[config.mk]
export PLATFORM = sky130hd
export DESIGN_NAME = airi5c_pcpi_master_flat
export DESIGN_NICKNAME = d
export VERILOG_FILES = /design/src/rtl/airi5c_pcpi_pkg.sv /design/src/rtl/airi5c_pcpi_master_if.sv /design/src/rtl/airi5c_pcpi_timeout.sv /design/src/rtl/airi5c_pcpi_master.sv /design/src/flat_wrapper.sv
export SDC_FILE = /design/constraint.sdc
export NUM_CORES = 1
export LEC_CHECK = 0
export ABC_CLOCK_PERIOD_IN_PS = 1690
export CORE_MARGIN = 2
export CORE_UTILIZATION = 30
export DETAILED_ROUTE_END_ITERATION = 8
export GPL_TIMING_DRIVEN = 0
export PLACE_DENSITY = 0.69
export SETUP_SLACK_MARGIN = 0.5
export SLEW_MARGIN = 20
export SYNTH_ARGS = -nofsm -noshare
export SYNTH_HDL_FRONTEND = slang
export SYNTH_SLANG_ARGS = --single-unit
[constraint.sdc]
create_clock -name clk -period 1.69 [get_ports clk]
set_clock_uncertainty 0.15 [all_clocks]
set_input_delay 0.169 -clock clk [delete_from_list [all_inputs] [get_ports clk]]
set_output_delay 0.169 -clock clk [all_outputs]
set_load 0.01 [all_outputs]
[src/rtl/airi5c_pcpi_pkg.sv]
// rtl/airi5c_pcpi_pkg.sv - shared constants and FSM encoding for the PCPI master
package airi5c_pcpi_pkg;

    localparam int XPR_LEN_DEF        = 32;
    localparam int REG_ADDR_WIDTH_DEF = 5;

    localparam logic [6:0] OPC_CUSTOM = 7'h77;

    typedef logic [2:0] state_t;

    localparam state_t IDLE  = 3'd0;
    localparam state_t REQ   = 3'd1;
    localparam state_t WAIT  = 3'd2;
    localparam state_t RESP  = 3'd3;
    localparam state_t TRAP  = 3'd4;
    localparam state_t DRAIN = 3'd5;

    function automatic logic is_custom(input logic [31:0] insn);
        return insn[6:0] == OPC_CUSTOM;
    endfunction

endpackage

[src/rtl/airi5c_pcpi_master_if.sv]
// rtl/airi5c_pcpi_master_if.sv - PCPI request/response bus between core and coprocessors
interface airi5c_pcpi_master_if
    import airi5c_pcpi_pkg::*;
#(
    parameter int XPR_LEN = XPR_LEN_DEF
);
    logic               pcpi_valid;
    logic [XPR_LEN-1:0] pcpi_insn;
    logic [XPR_LEN-1:0] pcpi_rs1;
    logic [XPR_LEN-1:0] pcpi_rs2;
    logic [XPR_LEN-1:0] pcpi_rs3;
    logic               pcpi_wr;
    logic [XPR_LEN-1:0] pcpi_rd;
    logic [XPR_LEN-1:0] pcpi_rd2;
    logic               pcpi_use_rd64;
    logic               pcpi_wait;
    logic               pcpi_ready;

    modport master (
        output pcpi_valid, pcpi_insn, pcpi_rs1, pcpi_rs2, pcpi_rs3,
        input  pcpi_wr, pcpi_rd, pcpi_rd2, pcpi_use_rd64, pcpi_wait, pcpi_ready
    );

    modport slave (
        input  pcpi_valid, pcpi_insn, pcpi_rs1, pcpi_rs2, pcpi_rs3,
        output pcpi_wr, pcpi_rd, pcpi_rd2, pcpi_use_rd64, pcpi_wait, pcpi_ready
    );
endinterface

[src/rtl/airi5c_pcpi_timeout.sv]
// rtl/airi5c_pcpi_timeout.sv - loadable down-counter with terminal-count flag
module airi5c_pcpi_timeout #(
    parameter int WIDTH = 4
) (
    input  logic             clk,
    input  logic             reset,
    input  logic             load,
    input  logic [WIDTH-1:0] load_val,
    input  logic             dec,
    output logic             tc
);
    logic [WIDTH-1:0] count_q, count_d;

    always_comb begin
        count_d = count_q;
        if (load) begin
            count_d = load_val;
        end else if (dec && (count_q != '0)) begin
            count_d = count_q - 1'b1;
        end
    end

    always_ff @(posedge clk) begin
        if (reset) begin
            count_q <= '0;
        end else begin
            count_q <= count_d;
        end
    end

    assign tc = (count_q == '0);

endmodule

[src/rtl/airi5c_pcpi_master.sv]
// rtl/airi5c_pcpi_master.sv - core-side PCPI initiator: offload, stall, write-back or trap
module airi5c_pcpi_master
    import airi5c_pcpi_pkg::*;
#(
    parameter int XPR_LEN        = XPR_LEN_DEF,
    parameter int REG_ADDR_WIDTH = REG_ADDR_WIDTH_DEF,
    parameter int TIMEOUT        = 16
) (
    input  logic                      clk,
    input  logic                      reset,
    input  logic                      req_valid,
    input  logic [XPR_LEN-1:0]        req_insn,
    input  logic [XPR_LEN-1:0]        req_rs1,
    input  logic [XPR_LEN-1:0]        req_rs2,
    input  logic [XPR_LEN-1:0]        req_rs3,
    input  logic [REG_ADDR_WIDTH-1:0] req_rd_addr,
    input  logic                      kill,
    output logic                      stall,
    output logic                      wb_valid,
    output logic [REG_ADDR_WIDTH-1:0] wb_addr,
    output logic [XPR_LEN-1:0]        wb_data,
    output logic [XPR_LEN-1:0]        wb_data2,
    output logic                      wb_use_rd64,
    output logic                      illegal_insn,
    airi5c_pcpi_master_if.master      pcpi
);
    localparam int CNT_W = $clog2(TIMEOUT);

    state_t state_q, state_d;

    logic [XPR_LEN-1:0]        insn_q, insn_d, rs1_q, rs1_d, rs2_q, rs2_d, rs3_q, rs3_d;
    logic [REG_ADDR_WIDTH-1:0] rd_addr_q, rd_addr_d;
    logic [XPR_LEN-1:0]        rd_q, rd_d, rd2_q, rd2_d;
    logic                      wr_q, wr_d, use_rd64_q, use_rd64_d;

    logic accept, capture, tmr_dec, tmr_tc;
    logic pcpi_valid_o;

    airi5c_pcpi_timeout #(.WIDTH(CNT_W)) u_timeout (
        .clk      (clk),
        .reset    (reset),
        .load     (accept),
        .load_val (CNT_W'(TIMEOUT - 1)),
        .dec      (tmr_dec),
        .tc       (tmr_tc)
    );

    always_ff @(posedge clk) begin
        if (reset) begin
            state_q    <= IDLE;
            insn_q     <= '0;
            rs1_q      <= '0;
            rs2_q      <= '0;
            rs3_q      <= '0;
            rd_addr_q  <= '0;
            rd_q       <= '0;
            rd2_q      <= '0;
            wr_q       <= 1'b0;
            use_rd64_q <= 1'b0;
        end else begin
            state_q    <= state_d;
            insn_q     <= insn_d;
            rs1_q      <= rs1_d;
            rs2_q      <= rs2_d;
            rs3_q      <= rs3_d;
            rd_addr_q  <= rd_addr_d;
            rd_q       <= rd_d;
            rd2_q      <= rd2_d;
            wr_q       <= wr_d;
            use_rd64_q <= use_rd64_d;
        end
    end

    // Kill outranks a coincident ready; DRAIN swallows a ready that may still be in flight.
    always_comb begin
        state_d = state_q;
        accept  = 1'b0;
        capture = 1'b0;
        tmr_dec = 1'b0;
        case (state_q)
            IDLE: begin
                if (req_valid && !kill) begin
                    accept  = 1'b1;
                    state_d = REQ;
                end
            end
            REQ: begin
                if (kill) begin
                    state_d = IDLE;
                end else if (pcpi.pcpi_ready) begin
                    capture = 1'b1;
                    state_d = RESP;
                end else if (pcpi.pcpi_wait) begin
                    state_d = WAIT;
                end else if (tmr_tc) begin
                    state_d = TRAP;
                end else begin
                    tmr_dec = 1'b1;
                end
            end
            WAIT: begin
                if (kill && pcpi.pcpi_ready) begin
                    state_d = IDLE;
                end else if (kill) begin
                    state_d = DRAIN;
                end else if (pcpi.pcpi_ready) begin
                    capture = 1'b1;
                    state_d = RESP;
                end
            end
            RESP:    state_d = IDLE;
            TRAP:    state_d = IDLE;
            DRAIN: begin
                if (pcpi.pcpi_ready) begin
                    state_d = IDLE;
                end
            end
            default: state_d = IDLE;
        endcase
    end

    always_comb begin
        insn_d     = insn_q;
        rs1_d      = rs1_q;
        rs2_d      = rs2_q;
        rs3_d      = rs3_q;
        rd_addr_d  = rd_addr_q;
        rd_d       = rd_q;
        rd2_d      = rd2_q;
        wr_d       = wr_q;
        use_rd64_d = use_rd64_q;
        if (accept) begin
            insn_d    = req_insn;
            rs1_d     = req_rs1;
            rs2_d     = req_rs2;
            rs3_d     = req_rs3;
            rd_addr_d = req_rd_addr;
        end
        if (capture) begin
            wr_d       = pcpi.pcpi_wr;
            rd_d       = pcpi.pcpi_rd;
            rd2_d      = pcpi.pcpi_rd2;
            use_rd64_d = pcpi.pcpi_use_rd64;
        end
    end

    always_comb begin
        pcpi_valid_o = 1'b0;
        stall        = 1'b0;
        wb_valid     = 1'b0;
        illegal_insn = 1'b0;
        case (state_q)
            IDLE:  stall = req_valid;
            REQ, WAIT: begin
                pcpi_valid_o = 1'b1;
                stall        = 1'b1;
            end
            RESP:  wb_valid     = wr_q & ~kill;
            TRAP:  illegal_insn = ~kill;
            DRAIN: stall        = 1'b1;
            default: ;
        endcase
    end

    assign pcpi.pcpi_valid = pcpi_valid_o;
    assign pcpi.pcpi_insn  = insn_q;
    assign pcpi.pcpi_rs1   = rs1_q;
    assign pcpi.pcpi_rs2   = rs2_q;
    assign pcpi.pcpi_rs3   = rs3_q;

    assign wb_addr     = rd_addr_q;
    assign wb_data     = rd_q;
    assign wb_data2    = rd2_q;
    assign wb_use_rd64 = use_rd64_q;

endmodule

[src/flat_wrapper.sv]
// flat-port wrapper written by rule: the top's interface ports become plain ports
module airi5c_pcpi_master_flat import airi5c_pcpi_pkg::*;
#(
    parameter int XPR_LEN        = XPR_LEN_DEF,
    parameter int REG_ADDR_WIDTH = REG_ADDR_WIDTH_DEF,
    parameter int TIMEOUT        = 16
)
  (clk, reset, req_valid, req_insn, req_rs1, req_rs2, req_rs3, req_rd_addr, kill, stall, wb_valid, wb_addr, wb_data, wb_data2, wb_use_rd64, illegal_insn, pcpi_pcpi_valid, pcpi_pcpi_insn, pcpi_pcpi_rs1, pcpi_pcpi_rs2, pcpi_pcpi_rs3, pcpi_pcpi_wr, pcpi_pcpi_rd, pcpi_pcpi_rd2, pcpi_pcpi_use_rd64, pcpi_pcpi_wait, pcpi_pcpi_ready);
  airi5c_pcpi_master_if #(.XPR_LEN(XPR_LEN)) pcpi_i ();
  input  logic clk;
  input  logic reset;
  input  logic req_valid;
  input  logic [XPR_LEN-1:0] req_insn;
  input  logic [XPR_LEN-1:0] req_rs1;
  input  logic [XPR_LEN-1:0] req_rs2;
  input  logic [XPR_LEN-1:0] req_rs3;
  input  logic [REG_ADDR_WIDTH-1:0] req_rd_addr;
  input  logic kill;
  output logic stall;
  output logic wb_valid;
  output logic [REG_ADDR_WIDTH-1:0] wb_addr;
  output logic [XPR_LEN-1:0] wb_data;
  output logic [XPR_LEN-1:0] wb_data2;
  output logic wb_use_rd64;
  output logic illegal_insn;
  output wire logic [$bits(pcpi_i.pcpi_valid)-1:0] pcpi_pcpi_valid;
  output wire logic [$bits(pcpi_i.pcpi_insn)-1:0] pcpi_pcpi_insn;
  output wire logic [$bits(pcpi_i.pcpi_rs1)-1:0] pcpi_pcpi_rs1;
  output wire logic [$bits(pcpi_i.pcpi_rs2)-1:0] pcpi_pcpi_rs2;
  output wire logic [$bits(pcpi_i.pcpi_rs3)-1:0] pcpi_pcpi_rs3;
  input wire logic [$bits(pcpi_i.pcpi_wr)-1:0] pcpi_pcpi_wr;
  input wire logic [$bits(pcpi_i.pcpi_rd)-1:0] pcpi_pcpi_rd;
  input wire logic [$bits(pcpi_i.pcpi_rd2)-1:0] pcpi_pcpi_rd2;
  input wire logic [$bits(pcpi_i.pcpi_use_rd64)-1:0] pcpi_pcpi_use_rd64;
  input wire logic [$bits(pcpi_i.pcpi_wait)-1:0] pcpi_pcpi_wait;
  input wire logic [$bits(pcpi_i.pcpi_ready)-1:0] pcpi_pcpi_ready;
  assign pcpi_pcpi_valid = pcpi_i.pcpi_valid;
  assign pcpi_pcpi_insn = pcpi_i.pcpi_insn;
  assign pcpi_pcpi_rs1 = pcpi_i.pcpi_rs1;
  assign pcpi_pcpi_rs2 = pcpi_i.pcpi_rs2;
  assign pcpi_pcpi_rs3 = pcpi_i.pcpi_rs3;
  assign pcpi_i.pcpi_wr = pcpi_pcpi_wr;
  assign pcpi_i.pcpi_rd = pcpi_pcpi_rd;
  assign pcpi_i.pcpi_rd2 = pcpi_pcpi_rd2;
  assign pcpi_i.pcpi_use_rd64 = pcpi_pcpi_use_rd64;
  assign pcpi_i.pcpi_wait = pcpi_pcpi_wait;
  assign pcpi_i.pcpi_ready = pcpi_pcpi_ready;
  airi5c_pcpi_master #(.XPR_LEN(XPR_LEN), .REG_ADDR_WIDTH(REG_ADDR_WIDTH), .TIMEOUT(TIMEOUT)) u_core (.clk(clk), .reset(reset), .req_valid(req_valid), .req_insn(req_insn), .req_rs1(req_rs1), .req_rs2(req_rs2), .req_rs3(req_rs3), .req_rd_addr(req_rd_addr), .kill(kill), .stall(stall), .wb_valid(wb_valid), .wb_addr(wb_addr), .wb_data(wb_data), .wb_data2(wb_data2), .wb_use_rd64(wb_use_rd64), .illegal_insn(illegal_insn), .pcpi(pcpi_i));
endmodule
# ---- Word level (Yosys, flattened, before mapping)
# Cells that the tools add are included.
dict set report op_classes {
  addsub 1
  eq_ne 9
  mux 27
  bitwise 2
  n_reduce_logical 11
}
# op count
set ops {}
lappend ops {{3-bit two-way mux} 9}
lappend ops {{1-bit two-way mux} 13}
lappend ops {{3-bit case mux with 4 select lines} 1}
lappend ops {{4-bit two-way mux} 2}
lappend ops {{3-bit by 2-bit == test with 1-bit output (second input constant)} 2}
lappend ops {{3-bit == test (second input constant)} 2}
lappend ops {{5-bit by 4-bit inequality test with 1-bit output (second input constant)} 1}
lappend ops {{4-bit logical NOT} 1}
lappend ops {{4-bit by 3-bit inequality test with 1-bit output (second input constant)} 1}
lappend ops {{1-bit case mux with 2 select lines} 2}
lappend ops {{4-bit AND reduction} 1}
lappend ops {{4-bit nonzero test} 1}
lappend ops {{4-bit by 1-bit subtractor with 4-bit output (second input constant)} 1}
lappend ops {{3-bit by 1-bit == test with 1-bit output (second input constant)} 1}
lappend ops {{1-bit logical AND} 3}
lappend ops {{3-bit logical NOT} 1}
lappend ops {{3-bit OR reduction} 1}
lappend ops {{2-bit by 1-bit inequality test with 1-bit output (second input constant)} 1}
lappend ops {{2-bit inequality test (second input constant)} 1}
lappend ops {{2-bit nonzero test} 1}
lappend ops {{2-bit OR reduction} 1}
lappend ops {{1-bit AND} 1}
lappend ops {{1-bit logical NOT} 1}
lappend ops {{1-bit inverter} 1}
dict set report word_totals {
  reg_bits 206
  out_inout_bits 202
  elab_cells 61
}

# ---- Depth between registers and ports, before layout
dict set report depth {
  ltp_word 9
  mapped_depth 8
  depth_no_buf 6
}

# ---- Cells and area by module
# From an unflattened synthesis, not the netlist that was laid out.
dict set report unflattened {
  hier_cells 934
  hier_area_um2 7437.1
}
# module n_inst cells_each area_per_inst_um2
set modules_own_cells {}
lappend modules_own_cells {airi5c_pcpi_master 1 905 7174.4}
lappend modules_own_cells {airi5c_pcpi_timeout 1 29 262.8}

# ---- Least setup slack after synthesis
# No wires, ideal clock.
dict set report synth_timing {
  path_type {reg-to-reg}
  from {register u_core.u_timeout.count_q[0]}
  to {register u_core.u_timeout.count_q[1]}
  setup_ps 119
  t_arrival_ps 1471
  path_slack_ps -50
  path_stages_with_launch 7
  n_path_buf 0
  period_less_slack_ps 1740
  path_cell_list {dfxtp_1 inv_1 ha_1 or3b_2 a31oi_1 nor4_1 o221a_2}
}
dict set report synth_via {
  elab_chain_len 8
  word_cells_on_any_way 12
}
# element line
set synth_lines {}
lappend synth_lines {{from (decl)} airi5c_pcpi_timeout.sv:12} ;# logic [WIDTH-1:0] count_q, count_d;
lappend synth_lines {{from (signal assigned)} airi5c_pcpi_timeout.sv:27} ;# count_q <= count_d;
lappend synth_lines {{4-bit logical NOT} airi5c_pcpi_timeout.sv:31} ;# assign tc = (count_q == '0);
lappend synth_lines {{1-bit two-way mux} airi5c_pcpi_master.sv:95} ;# end else if (tmr_tc) begin
lappend synth_lines {{1-bit two-way mux} airi5c_pcpi_master.sv:93} ;# end else if (pcpi.pcpi_wait) begin
lappend synth_lines {{1-bit two-way mux} airi5c_pcpi_master.sv:90} ;# end else if (pcpi.pcpi_ready) begin
lappend synth_lines {{1-bit two-way mux} airi5c_pcpi_master.sv:88} ;# if (kill) begin
lappend synth_lines {{1-bit two-way mux} airi5c_pcpi_master.sv:80} ;# case (state_q)
lappend synth_lines {{1-bit logical AND} airi5c_pcpi_timeout.sv:18} ;# end else if (dec && (count_q != '0)) begin
lappend synth_lines {{2-bit nonzero test (no line)} -}
# Parallel ways exist; a longest one is shown, timed or not. The select of a mux whose other input is x is not followed.
# A chain may end at the register's enable or synchronous reset.

# ---- Worst setup path after layout
dict set report layout_timing {
  from {register u_core.state_q[2]}
  to {register u_core.rd2_q[15] (netlist: u_core.wb_data2[15])}
}
dict set report layout_via {
  elab_chain_len 2
  word_cells_on_any_way 3
}
# element line
set layout_lines {}
lappend layout_lines {{from (decl)} airi5c_pcpi_master.sv:29} ;# state_t state_q, state_d;
lappend layout_lines {{from (signal assigned)} airi5c_pcpi_master.sv:61} ;# state_q <= state_d;
lappend layout_lines {{3-bit by 2-bit == test with 1-bit output / 3-bit by 1-bit == test with 1-bit output (equally long branches)} airi5c_pcpi_master.sv:80}
lappend layout_lines {{1-bit case mux with 2 select lines *} airi5c_pcpi_master.sv:80}
lappend layout_lines {{to (signal assigned)} airi5c_pcpi_master.sv:68} ;# rd2_q <= rd2_d;
lappend layout_lines {{to (decl)} airi5c_pcpi_master.sv:33} ;# logic [XPR_LEN-1:0] rd_q, rd_d, rd2_q, rd2_d;
# Mark *: on every way between the ends. The rest lies on a longest branch, timed or not.

==> flow_metrics.env <==
export IMPL_finalNetCount=1749
export IMPL_synthCells=932
export IMPL_min_from="pcpi_pcpi_ready"
export IMPL_design_die_area_um2=25840
export IMPL_cts_buffer_depth=3
export IMPL_cp_arrival_ns=2.11
export IMPL_vias=9223
export IMPL_maxCapViolCount=0
export IMPL_root_buffer="clkbuf_16"
export IMPL_grt_use_total_pct=22.47
export IMPL_ant_nets=0
export IMPL_yosys_area_top_type="dfxtp_1"
export IMPL_avgSynthCellArea_um2=7.909
export IMPL_fin_cells=1884
export IMPL_setup_viol=184
export IMPL_synth_cell_area_um2=7371
export IMPL_grt_start_max_net_pins=13
export IMPL_worst_pin_slew_ns=0.8432
export IMPL_cts_made_buffers=24
export IMPL_avgViaCountPerCell=4.895
export IMPL_crit_top_cell="buf_12"
export IMPL_rsz0062_at_grt="yes"
export IMPL_layout_commonest_cell="buf_6"
export IMPL_initial_core_util_pct=30.40
export IMPL_port_buffers=403
export IMPL_drt_iter0_drc=341
export IMPL_final_core_util_pct=75.63
export IMPL_final_cell_mix="222 x buf_6, 201 x clkdlybuf4s50_1, 172 x dfxtp_2"
export IMPL_power_leakage_nw=7.541
export IMPL_drc_errors=0
export IMPL_cp_start_kind="flip-flop"
export IMPL_synth_main_ff_cell="dfxtp_1"
export IMPL_wl_per_cell_um=20.38
export IMPL_cts_tree="yes"
export IMPL_routed_wl_um=38400
export IMPL_yosys_warnings=0
export IMPL_drive_gt1_share_pct=71.95
export IMPL_grt_overflow=0
export IMPL_slew_headroom_pct=43.79
export IMPL_die_h_um=160.7
export IMPL_clkLatencyLatePin_ns=0.52
export IMPL_core_um2=24250
export IMPL_ys_top_cells_by_area="dfxtp_1 56%, nand2_1 20%, a21oi_1 14%"
export IMPL_path_clk_slew_ns=0.06
export IMPL_violations="setup timing"
export IMPL_synth_ff_latch_count=206
export IMPL_yosysSeqAreaShare_pct=55.95
export IMPL_dp_cells=1659
export IMPL_r2r_start="u_core.state_q[2]"
export IMPL_crit_type="flip-flop to flip-flop"
export IMPL_clock_fmax_mhz=545.8
export IMPL_num_rows=57
export IMPL_clkSinkCount=206
export IMPL_synth_nets=1138
export IMPL_place_hpwl_um=20050
export IMPL_fin_crit_sh_pct=108.4
export IMPL_power_density_nw_per_um2=773.8
export IMPL_ir_drop_v=0.0007776
export IMPL_grt_pass1_wl_um=46290
export IMPL_synth_edf_count=0
export IMPL_yosysUniqueCellTypes=35
export IMPL_htree_levels=1
export IMPL_io_pins=407
export IMPL_worstPathMaxFanout=8
export IMPL_antenna_found_initial=2
export IMPL_end_kind="flip-flop"
export IMPL_seq_area_um2=4456
export IMPL_path_cells="nor2_4 -> buf_4 -> and3_4 -> buf_12 -> buf_12 -> buf_16 -> nand2_2 -> a21oi_2"
export IMPL_hold_class="input pin to flip-flop"
export IMPL_multiInputGateArea_um2=5044
export IMPL_areaGrowthSynthToFinish_pct=148.8
export IMPL_drt_first_pass_iters=5
export IMPL_status="complete, but fails checks"
export IMPL_synth_top_cell_area_share_pct=55.95
export IMPL_critical_path_max_stage_delay_ns=0.39
export IMPL_grt_pass1_vias=8396
export IMPL_die_width_um=160.7
export IMPL_crit_slowest_cell="dfxtp_4"
export IMPL_finalWeightedCongestion=0.8140
export IMPL_cp_required_ns=1.97
export IMPL_ys_async_sr_fraction_pct=0
export IMPL_final_hold_violation_count=0
export IMPL_fillerInstances=1384
export IMPL_min_period_ns=1.832
export IMPL_final_setup_worst_slack_ns=-0.1421
export IMPL_startpoint="u_core.state_q[2]"
export IMPL_drv_slew=0
## worst paths after layout
path | slack (ns) | cells past startpoint | end
worst min register to register | 0.31 | 2 | u_core.pcpi.pcpi_rs3[28]
worst max register to register | -0.14 | 8 | u_core.wb_data2[15]
worst max-delay path | -0.14 | 8 | u_core.wb_data2[15]
worst min-delay path | 0.03 | 4 | u_core.u_timeout.count_q[2]
## through the flow
stage          hold WS [ns]  power [mW]  setup slack, ns  setup TNS [ns]  cell area (um2)
2_1_floorplan        0.1550       5.982           0.1153               0             7556
3_3_place_gp         0.2912       7.059          -0.2596          -31.89            12000
3_5_place_dp         0.2953       7.075          -0.2880          -32.92            12000
4_1_cts             0.01145       13.29         -0.09496          -2.946            15010
5_1_grt             0.04203       14.65          -0.1962          -21.29            18340
6_report            0.02512       14.19          -0.1421          -10.56            18340
## Yosys cell counts, types with 2 or more instances
library cell	instances
buf_4	10
nand4_1	2
inv_1	4
buf_6	6
and3_1	2
o21bai_1	2
nand2b_1	2
nor2_1	2
xor2_1	2
nand3_1	4
buf_2	28
a22oi_1	2
mux2i_1	2
a31oi_1	2
a21oi_1	204
clkbuf_1	26
nand2_1	402
dfxtp_1	206
nor2b_1	5
nor3_1	4
## per-layer routing
| metal | global-route usage [%] | vias to the layer above | part of all wire, % | wire [um] |
|---|---|---|---|---|
| met3 | 7.696 | 108 | 7.7 | 2954 |
| met4 | 8.117 | 0 | 4.4 | 1702 |
| met1 | 24.18 | 4454 | 36 | 13880 |
| met2 | 40.87 | 407 | 52 | 19860 |
| li1 | - | 4254 | - | - |
| met5 | 0 | - | 0 | 0 |
## kinds of logic (layout without fill, tap and decap cells)
kind of cell	Yosys count	in the layout	share of synthesized area [%]
mux	2	2	0.2716
flops	206	206	55.95
xor+xnor	3	3	0.3565
compound gates	214	214	14.87
buf+inv	76	702	5.483
other cells	0	2	0
fa+ha+maj	1	1	0.1697
simple gates	430	430	22.90
## where the power goes
| part | switching [mW] | total, mW | leakage, nW | internal (mW) |
|---|---|---|---|---|
| Clock | 2.16 | 5.68 | 0.417 | 3.53 |
| Combinational | 1.36 | 3.22 | 5.35 | 1.87 |
| Sequential | 0.202 | 5.28 | 1.78 | 5.08 |
## state kept, by name, summed over array words and instances, names as in the netlist, 4 cells and up
register,cells
u_core.pcpi.pcpi_insn,32
u_core.pcpi.pcpi_rs1,32
u_core.pcpi.pcpi_rs2,32
u_core.pcpi.pcpi_rs3,32
u_core.wb_data2,32
u_core.wb_data,32
u_core.wb_addr,5
u_core.u_timeout.count_q,4
## repair_timing
action                                   CTS  global route
hold endpoints to repair                   4             0
buffers inserted                          41            96
hold buffers                               4             0
cloned                                    23            18
pin swaps                                 91           276
endpoints found under the setup margin   408           408
gates resized for setup                 1394           608
## cell type report
type	instances	area share, %
Timing Repair Buffer	585	36.44
Multi-Input combinational cell	650	27.50
Sequential cell	206	24.30
Buffer	72	4.721
Clock buffer	35	4.107
Tap cell	324	2.211
Clock inverter	6	0.6140
Inverter	4	0.08187
Antenna cell	2	0.02729
## worst max-delay path: cells and delay by family, from the launching register on
family	cells	cell delay (ns)
AND/OR/NAND/NOR	3	0.46
flip-flops	1	0.39
buffers and inverters	4	0.56
AO/OA/AOI/OAI	1	0.19
(Power assumes the default switching activity.)
